[src/rtl/uart_rx_between_pkg.sv]
// Shared types and constants for the 8N1 UART receiver
// with a 4-phase handshake output.
package uart_rx_between_pkg;

    localparam int CLKS_PER_BIT_DEF = 868;
    localparam int DATA_BITS = 8;

    typedef enum logic [1:0] {
        IDLE,
        START,
        DATA,
        STOP
    } rx_state_t;

    typedef enum logic [1:0] {
        HS_IDLE,
        HS_WAIT_ACK,
        HS_WAIT_REL
    } hs_state_t;

endpackage

[src/rtl/uart_rx_between_bit_timer.sv]
// Down-counting bit timer: load a delay, tc is high
// while the count sits at zero.
module uart_rx_between_bit_timer
    import uart_rx_between_pkg::*;
#(
    parameter int CLKS_PER_BIT = CLKS_PER_BIT_DEF,
    parameter int W = $clog2(CLKS_PER_BIT)
) (
    input  logic         clk,
    input  logic         reset,
    input  logic         load,
    input  logic [W-1:0] load_val,
    output logic         tc
);

    logic [W-1:0] cnt;

    // Reload on request, otherwise count down and park at zero.
    always_ff @(posedge clk or negedge reset) begin
        if (!reset) begin
            cnt <= '0;
        end else if (load) begin
            cnt <= load_val;
        end else if (cnt != '0) begin
            cnt <= cnt - 1'b1;
        end
    end

    assign tc = (cnt == '0);

endmodule

[src/rtl/uart_rx_between.sv]
// 8N1 UART receiver; each good byte is offered on t0..t7
// through a tsent/trecieve 4-phase handshake.
module uart_rx_between
    import uart_rx_between_pkg::*;
#(
    parameter int CLKS_PER_BIT = CLKS_PER_BIT_DEF
) (
    input  logic clk,
    input  logic reset,
    input  logic rx,
    input  logic enable,
    input  logic trecieve,
    output logic t0,
    output logic t1,
    output logic t2,
    output logic t3,
    output logic t4,
    output logic t5,
    output logic t6,
    output logic t7,
    output logic tsent,
    output logic frame_err,
    output logic overrun,
    output logic busy
);

    localparam int W = $clog2(CLKS_PER_BIT);
    localparam int IW = $clog2(DATA_BITS);
    localparam logic [W-1:0] FULL_LD = W'(CLKS_PER_BIT - 1);
    localparam logic [W-1:0] HALF_LD = W'(CLKS_PER_BIT / 2 - 1);
    localparam logic [IW-1:0] LAST_BIT = IW'(DATA_BITS - 1);

    logic rx_meta;
    logic rx_s;
    rx_state_t state;
    rx_state_t state_nx;
    hs_state_t hs;
    hs_state_t hs_nx;
    logic tmr_load;
    logic [W-1:0] tmr_val;
    logic tc;
    logic [IW-1:0] bit_idx;
    logic [DATA_BITS-1:0] shreg;
    logic [DATA_BITS-1:0] t_reg;
    logic data_smp;
    logic byte_ok;
    logic stop_bad;
    logic t_load;
    logic ov_set;

    uart_rx_between_bit_timer #(
        .CLKS_PER_BIT(CLKS_PER_BIT),
        .W(W)
    ) u_timer (
        .clk(clk),
        .reset(reset),
        .load(tmr_load),
        .load_val(tmr_val),
        .tc(tc)
    );

    // Two-flop synchronizer; the line idles high.
    always_ff @(posedge clk or negedge reset) begin
        if (!reset) begin
            rx_meta <= 1'b1;
            rx_s <= 1'b1;
        end else begin
            rx_meta <= rx;
            rx_s <= rx_meta;
        end
    end

    // Receiver and handshake state registers.
    always_ff @(posedge clk or negedge reset) begin
        if (!reset) begin
            state <= IDLE;
            hs <= HS_IDLE;
        end else begin
            state <= state_nx;
            hs <= hs_nx;
        end
    end

    // Receiver next state, timer control and sample strobes.
    always_comb begin
        state_nx = state;
        tmr_load = 1'b0;
        tmr_val = FULL_LD;
        data_smp = 1'b0;
        byte_ok = 1'b0;
        stop_bad = 1'b0;
        unique case (state)
            IDLE: begin
                if (enable && !rx_s) begin
                    state_nx = START;
                    tmr_load = 1'b1;
                    tmr_val = HALF_LD;
                end
            end
            START: begin
                if (tc) begin
                    if (!rx_s) begin
                        state_nx = DATA;
                        tmr_load = 1'b1;
                    end else begin
                        state_nx = IDLE;
                    end
                end
            end
            DATA: begin
                if (tc) begin
                    data_smp = 1'b1;
                    tmr_load = 1'b1;
                    if (bit_idx == LAST_BIT) begin
                        state_nx = STOP;
                    end
                end
            end
            STOP: begin
                if (tc) begin
                    state_nx = IDLE;
                    byte_ok = rx_s;
                    stop_bad = !rx_s;
                end
            end
            default: state_nx = IDLE;
        endcase
    end

    // Data bits land LSB first; the index clears while idle.
    always_ff @(posedge clk or negedge reset) begin
        if (!reset) begin
            bit_idx <= '0;
            shreg <= '0;
        end else if (state == IDLE) begin
            bit_idx <= '0;
        end else if (data_smp) begin
            shreg[bit_idx] <= rx_s;
            bit_idx <= bit_idx + 1'b1;
        end
    end

    // Handshake next state; a byte finishing while busy is dropped.
    always_comb begin
        hs_nx = hs;
        t_load = 1'b0;
        unique case (hs)
            HS_IDLE: begin
                if (byte_ok) begin
                    hs_nx = HS_WAIT_ACK;
                    t_load = 1'b1;
                end
            end
            HS_WAIT_ACK: begin
                if (trecieve) begin
                    hs_nx = HS_WAIT_REL;
                end
            end
            HS_WAIT_REL: begin
                if (!trecieve) begin
                    hs_nx = HS_IDLE;
                end
            end
            default: hs_nx = HS_IDLE;
        endcase
        ov_set = byte_ok && (hs != HS_IDLE);
    end

    // Holding register and one-cycle status pulses.
    always_ff @(posedge clk or negedge reset) begin
        if (!reset) begin
            t_reg <= '0;
            frame_err <= 1'b0;
            overrun <= 1'b0;
        end else begin
            if (t_load) begin
                t_reg <= shreg;
            end
            frame_err <= stop_bad;
            overrun <= ov_set;
        end
    end

    assign tsent = (hs == HS_WAIT_ACK);
    assign busy = (state != IDLE);
    assign {t7, t6, t5, t4, t3, t2, t1, t0} = t_reg;

endmodule

[config.mk]
export PLATFORM = sky130hd
export DESIGN_NAME = uart_rx_between
export DESIGN_NICKNAME = d
export VERILOG_FILES = /design/src/rtl/uart_rx_between_pkg.sv /design/src/rtl/uart_rx_between_bit_timer.sv /design/src/rtl/uart_rx_between.sv
export SDC_FILE = /design/constraint.sdc
export NUM_CORES = 1
export LEC_CHECK = 0
export BUFFER_PORTS_ARGS = -buffer_cell sky130_fd_sc_hd__buf_2
export CAP_MARGIN = 20
export CORE_ASPECT_RATIO = 0.7
export CORE_MARGIN = 2
export CORE_UTILIZATION = 58
export DETAILED_ROUTE_END_ITERATION = 6
export MAX_ROUTING_LAYER = met4
export PLACE_DENSITY_LB_ADDON = 0.3
export SLEW_MARGIN = 20
export SYNTH_ARGS = -nofsm -noshare
export SYNTH_HDL_FRONTEND = slang
export SYNTH_HIERARCHICAL = 1
export SYNTH_SLANG_ARGS = --single-unit
[constraint.sdc]
create_clock -name clk -period 3.32 [get_ports clk]
set_clock_uncertainty 0.05 [all_clocks]
set_input_delay 0.332 -clock clk [delete_from_list [all_inputs] [get_ports clk]]
set_output_delay 0.332 -clock clk [all_outputs]
set_load 0.05 [all_outputs]
Word-level counts from Yosys, hierarchy flattened
Cells that the tools add are included.

storage, ports and cells
  flip-flop bits (word level) = 37
  latch bits = 0
  memory bits (writable) = 0
  bits in read-only memories = 0
  memories kept = 0

operators by class
  add/sub/neg operators = 2
  multipliers = 0
  div/mod/pow operators = 0
  order comparisons = 2
  equal/unequal tests = 14
  shifts and indexed selects = 0
  mux-type cells = 32
  bitwise logic cells = 1
  reduce and logical (&&, ||, !) cells = 15

operator list
  kind                   number
  $mux 10                4
  $mux 2                 9
  $ne 2x2->1 const B     8
  $mux 1                 12
  $logic_not 10->1       1
  $reduce_bool 10->1     1
  $sub 10x1->10 const B  1
  $bwmux 8               1
  $pmux 2 s4             1
  $reduce_bool 2->1      4
  $eq 2x2->1 const B     3
  $mux 3                 2
  $pmux 2 s3             1
  $reduce_and 5->1       1
  $eq 2x1->1 const B     2
  $logic_not 2->1        2
  $lt 3x4->1 const B     1
  $add 3x1->3 const B    1
  $demux 1 s3            1
  $eq 3x3->1 const B     1
  $ge 3x1->1 const B     1
  $logic_and 1x1->1      3
  $pmux 1 s3             1
  $reduce_and 3->1       1
  3 further kinds        3

Depth between registers and ports, before layout
  word-level depth = 5
  gate-level depth with buffers = 13

Cells and area by module
The synthesis kept the hierarchy.

by module, submodules not included
  module                     times used  cells each  area each (sq um)  sequential area each (sq um)
  uart_rx_between            1           93          1,237.4            678.2
  uart_rx_between_bit_timer  1           67          594.3              250.2

Worst setup path before layout
OpenSTA, ideal clock, no wires.

  kind = register -> register
  from = reg u_timer.cnt[3]
  to = reg u_timer.cnt[7]
  setup time = 94 ps
  arrival = 2,173 ps
  required time = 3,176 ps
  slack = 1,003 ps
  cell stages (with the launch flop) = 11
  period minus slack after synthesis = 2,317 ps
  cells stage by stage = dfrtp_1 nor4_4 nand3_1 inv_1 buf_4 inv_1 o21ai_0 clkbuf_1 inv_1 clkbuf_1 a211oi_1

between the ends
  longest elaborated chain between the ends = 4
  elaborated cells between the ends (all ways) = 9
  those cells by class = 1 x add/sub; 5 x mux; 3 x reduce/logical

RTL lines
  element                                              RTL line                                        text
  from (decl)                                          uart_rx_between_bit_timer.sv:16                 logic [W-1:0] cnt;
  from (signal assigned)                               uart_rx_between_bit_timer.sv:23                 cnt <= load_val;
  from (signal assigned)                               uart_rx_between_bit_timer.sv:25                 cnt <= cnt - 1'b1;
  $logic_not 10->1 (*)                                 uart_rx_between_bit_timer.sv:29                 assign tc = (cnt == '0);
  named net tc                                         uart_rx_between.sv:41                           logic tc;
  $mux 1 (on tied branches)                            uart_rx_between.sv:111, uart_rx_between.sv:101
  $pmux 1 s3 (*)                                       uart_rx_between.sv:92                           unique case (state)
  named net tmr_load                                   uart_rx_between.sv:39                           logic tmr_load;
  $mux 10 / $reduce_bool 2->1 (equally long branches)  --

The timed path passes the listed nets; every way through them passes the cells marked *. The select of a mux whose other input is x is not followed.
A chain may end at the register's enable or synchronous reset.

Worst setup path after layout
  from = reg u_timer.cnt[3]
  to = reg t_reg[6]

between the ends
  longest elaborated chain between the ends = 5

RTL lines
  element               RTL line                         text
  $logic_not 10->1      uart_rx_between_bit_timer.sv:29
  named net tc          uart_rx_between.sv:41
  $mux 1                uart_rx_between.sv:120           if (tc) begin
  $mux 1                uart_rx_between.sv:92
  $mux 1                uart_rx_between.sv:149           if (byte_ok) begin
  $mux 1                uart_rx_between.sv:147           unique case (hs)
  to (signal assigned)  uart_rx_between.sv:177           t_reg <= shreg;
  to (decl)             uart_rx_between.sv:44            logic [DATA_BITS-1:0] t_reg;

The timed path passes the listed nets, and every way through them passes these cells.

==> metrics.cfg <==
[global_route]
grt_use_met3_pct = 4.536
groute.layer.met1.usage_pct = 28.96
grt.busiest_layer = met1
first_global_vias = 1133
antenna_violations_before_repair = 0
groute.usage.overall_pct = 19.39
grt_start_max_net_pins = 38
use_met2_pct = 25.77
first_pass_grt_wire_length_um = 5244
global_route.overflow_total = 0

[worst_setup_path]
critical_path_peak_fanout = 10
ff2ff_path_depth = 6
capture_instance_of_the_worst_register_to_register_path = t_reg[6]
required_ns = 3.44
minimum_setup_slack_among_reg_to_reg_paths_ns = 0.68
worst_ep_arrival_time_ns = 2.76
worst_r2r_startpoint = u_timer/cnt[3]
timing.critical_path.to_type = flip-flop
timing_worst_setup_path_type = reg2reg
critical_path.startpoint_type = flip-flop

[clocking]
cts.sinks = 37
clockRootBuffer = sky130_fd_sc_hd__clkbuf_8
cts_resized = 0
tritoncts_clock_tree = done
cts_hold_repair.buffers = 0
htree_num_levels = 2
cts_buffers = 5
max-clock-path-buffers = 2
clk_pin_slew_worst_paths_ns = 0.08
post-cts-setup-buffer-count = 0
worstSkewPairLatency_ns = 0.28

[sta]
post-route-period-util_pct = 79.64
fmax_mhz = 378.2
relSlewSlack_pct = 47.92
grt_setup_unrepaired = no
setup_total_negative_slack_ns = 0
worst_slew_pin_slew_ns = 0.7811
timing.final.max_slew_violations = 0
post-route-min-period_ns = 2.644
timing.final.hold_violations = 0
setup_viol = 0

[final_layout]
utilization_pct = 65.35
finish.net_count = 187
max_ffs_per_register = 10
syn_to_final_growth_pct = 10.04
fill_cells = 237
leading_cell_types_in_the_layout_fill_and_taps_excluded = sky130_fd_sc_hd__dfrtp_1, sky130_fd_sc_hd__nor2_1, sky130_fd_sc_hd__buf_2
layout_commonest_cell = sky130_fd_sc_hd__dfrtp_1
drive_above_1_share_pct = 28.89
insertedDiodeCount = 0

[power]
leakage_nw = 1.004
power-per-cell-area_nw_per_um2 = 550.2
clkPwrFrac_pct = 26.7
irDropWorstVdd_mv = 0.3007
switching_share_pct = 31.12
switchingPower_mw = 0.3452
comb_power_share_pct = 19.5
p_seq_share_pct = 53.8
intPower_mw = 0.7639

[floorplan]
fp.dieH_um = 51.02
floorplan.die_area_sq_um = 3631
die_w_um = 71.17
number_of_rows_in_the_core_area = 17
floorplan.initialDensity_pct = 59.39
ioPinCount = 17
coreArea_sq_um = 3084

[synth]
synth_seq_area_share_pct = 50.68
avgSynthCellArea_sq_um = 11.45
post_synth_instance_area_sq_um = 1832
post_synth_inst_count = 160
synth_cell_type_count = 37
synth-seq-cells = 37
yosys_warnings = 6

[placement]
dp_hpwl_um = 2250
number_of_i_o_port_buffers = 16
gp_congestion = 0.8919

[worst_hold_path]
hp-class = in2async

[status]
status = finished, final reports clean

[drt]
detailedRoute.firstPassIterationCount = 4
first_iter_violations = 71
drtAntennaViolNets = 0
route.final.wire_length_um = 2998
routedWlPerCell_um = 13.75
vias = 1194
vias_per_cell = 5.477
drc_errors = 0

[run]
max_cap_check_violation_count = 0

==> critical path, stage by stage (launching register included) <==
cell and delay, ns:
sky130_fd_sc_hd__dfrtp_1 0.46, sky130_fd_sc_hd__nor4_4 0.41, sky130_fd_sc_hd__nand3_1 0.26, sky130_fd_sc_hd__inv_1 0.38, sky130_fd_sc_hd__nand4_4 0.16, sky130_fd_sc_hd__nor3_4 0.42, sky130_fd_sc_hd__mux2_2 0.40
==> stage by stage <==
step | std cells | total power, mW | setup slack, ns | hold slack [ns] | instance area, sq um
after floorplan | 163 | 0.7557 | 1.003 | -0.01359 | 1843
after global routing | 218 | 1.184 | 0.5406 | 0.08997 | 2016
final | 218 | 1.109 | 0.6761 | 0.07797 | 2016
after global placement | 210 | 0.8157 | 0.8349 | 0.2983 | 1929
after detailed placement | 210 | 0.8187 | 0.6928 | 0.2972 | 1929
after CTS | 218 | 1.118 | 0.6738 | 0.09072 | 2016
==> layer usage <==
metal	vias to the layer above	routed length, um
li1	581	-
met1	588	1572
met2	20	1276
met5	-	0
met4	0	33
met3	5	115
==> synth_stat cells (all sizes together) <==
library cell | count | area [sq um]
clkbuf | 2 | 7.510
nand4b | 1 | 23.77
nand2 | 11 | 41.29
nand2b | 1 | 6.260
dfrtp | 35 | 875.8
xor2 | 3 | 26.28
dfstp | 2 | 52.55
or2 | 1 | 6.260
a21oi | 6 | 30.03
o21ai | 3 | 15.01
buf | 6 | 41.28
xnor2 | 3 | 26.28
and4bb | 1 | 16.27
a32o | 3 | 30.03
nor4 | 2 | 27.53
o31ai | 1 | 7.510
mux2 | 18 | 214.0
conb | 2 | 7.510
inv | 7 | 26.28
nand4 | 1 | 21.27
nor3b | 3 | 27.52
nand3b | 3 | 22.52
nor2b | 6 | 37.54
ha | 3 | 37.54
a21o | 3 | 22.52
a211oi | 2 | 15.01
nor3 | 4 | 31.28
nand3 | 4 | 20.02
nor2 | 18 | 67.56
mux2i | 4 | 40.04
o21a | 1 | 7.510
==> power groups by stage <==
stage | sequential (mW) | clock [mW] | combinational, mW
6_report | 0.597 | 0.296 | 0.216
5_1_grt | 0.606 | 0.329 | 0.249
4_1_cts | 0.595 | 0.306 | 0.217
3_5_place_dp | 0.604 | 0 | 0.214
2_1_floorplan | 0.585 | 0 | 0.171
3_3_place_gp | 0.599 | 0 | 0.217
==> worst max-delay path by stage <==
stage / start / slack [ns] / endpoint / cells past startpoint
after floorplan: u_timer/cnt[3] / 1.00 / u_timer/cnt[7] / 10
after global placement: u_timer/cnt[3] / 0.83 / t_reg[5] / 6
after global routing: u_timer/cnt[3] / 0.54 / t_reg[3] / 6
after detailed placement: u_timer/cnt[3] / 0.69 / t_reg[6] / 6
after CTS: u_timer/cnt[3] / 0.67 / t_reg[6] / 6
final: u_timer/cnt[3] / 0.68 / t_reg[6] / 6
==> cell families (layout without fill, tap and decap cells) <==
| logic type | after synthesis | count (layout) | share of synthesized area (%) |
|---|---|---|---|
| other | 2 | 5 | 0.4100 |
| flip-flops | 37 | 37 | 50.68 |
| AO/OA/AOI/OAI | 19 | 19 | 6.967 |
| adder cells (fa/ha/maj) | 3 | 3 | 2.049 |
| multiplexers | 22 | 22 | 13.87 |
| XOR/XNOR | 6 | 6 | 2.869 |
| buffers and inverters | 15 | 32 | 4.098 |
| AND/OR/NAND/NOR | 56 | 56 | 19.06 |
==> layout make-up <==
cell class	count	area, sq um	area share (%)
well taps	38	47.55	2.359
multi-input cells	111	839.6	41.65
clock inverters	3	17.52	0.8690
inverters	7	26.28	1.304
repair buffers	17	87.58	4.345
flip-flops and latches	37	928.4	46.06
clock buffers	5	68.82	3.414
No activity file was read; power rests on OpenSTA's default activity.
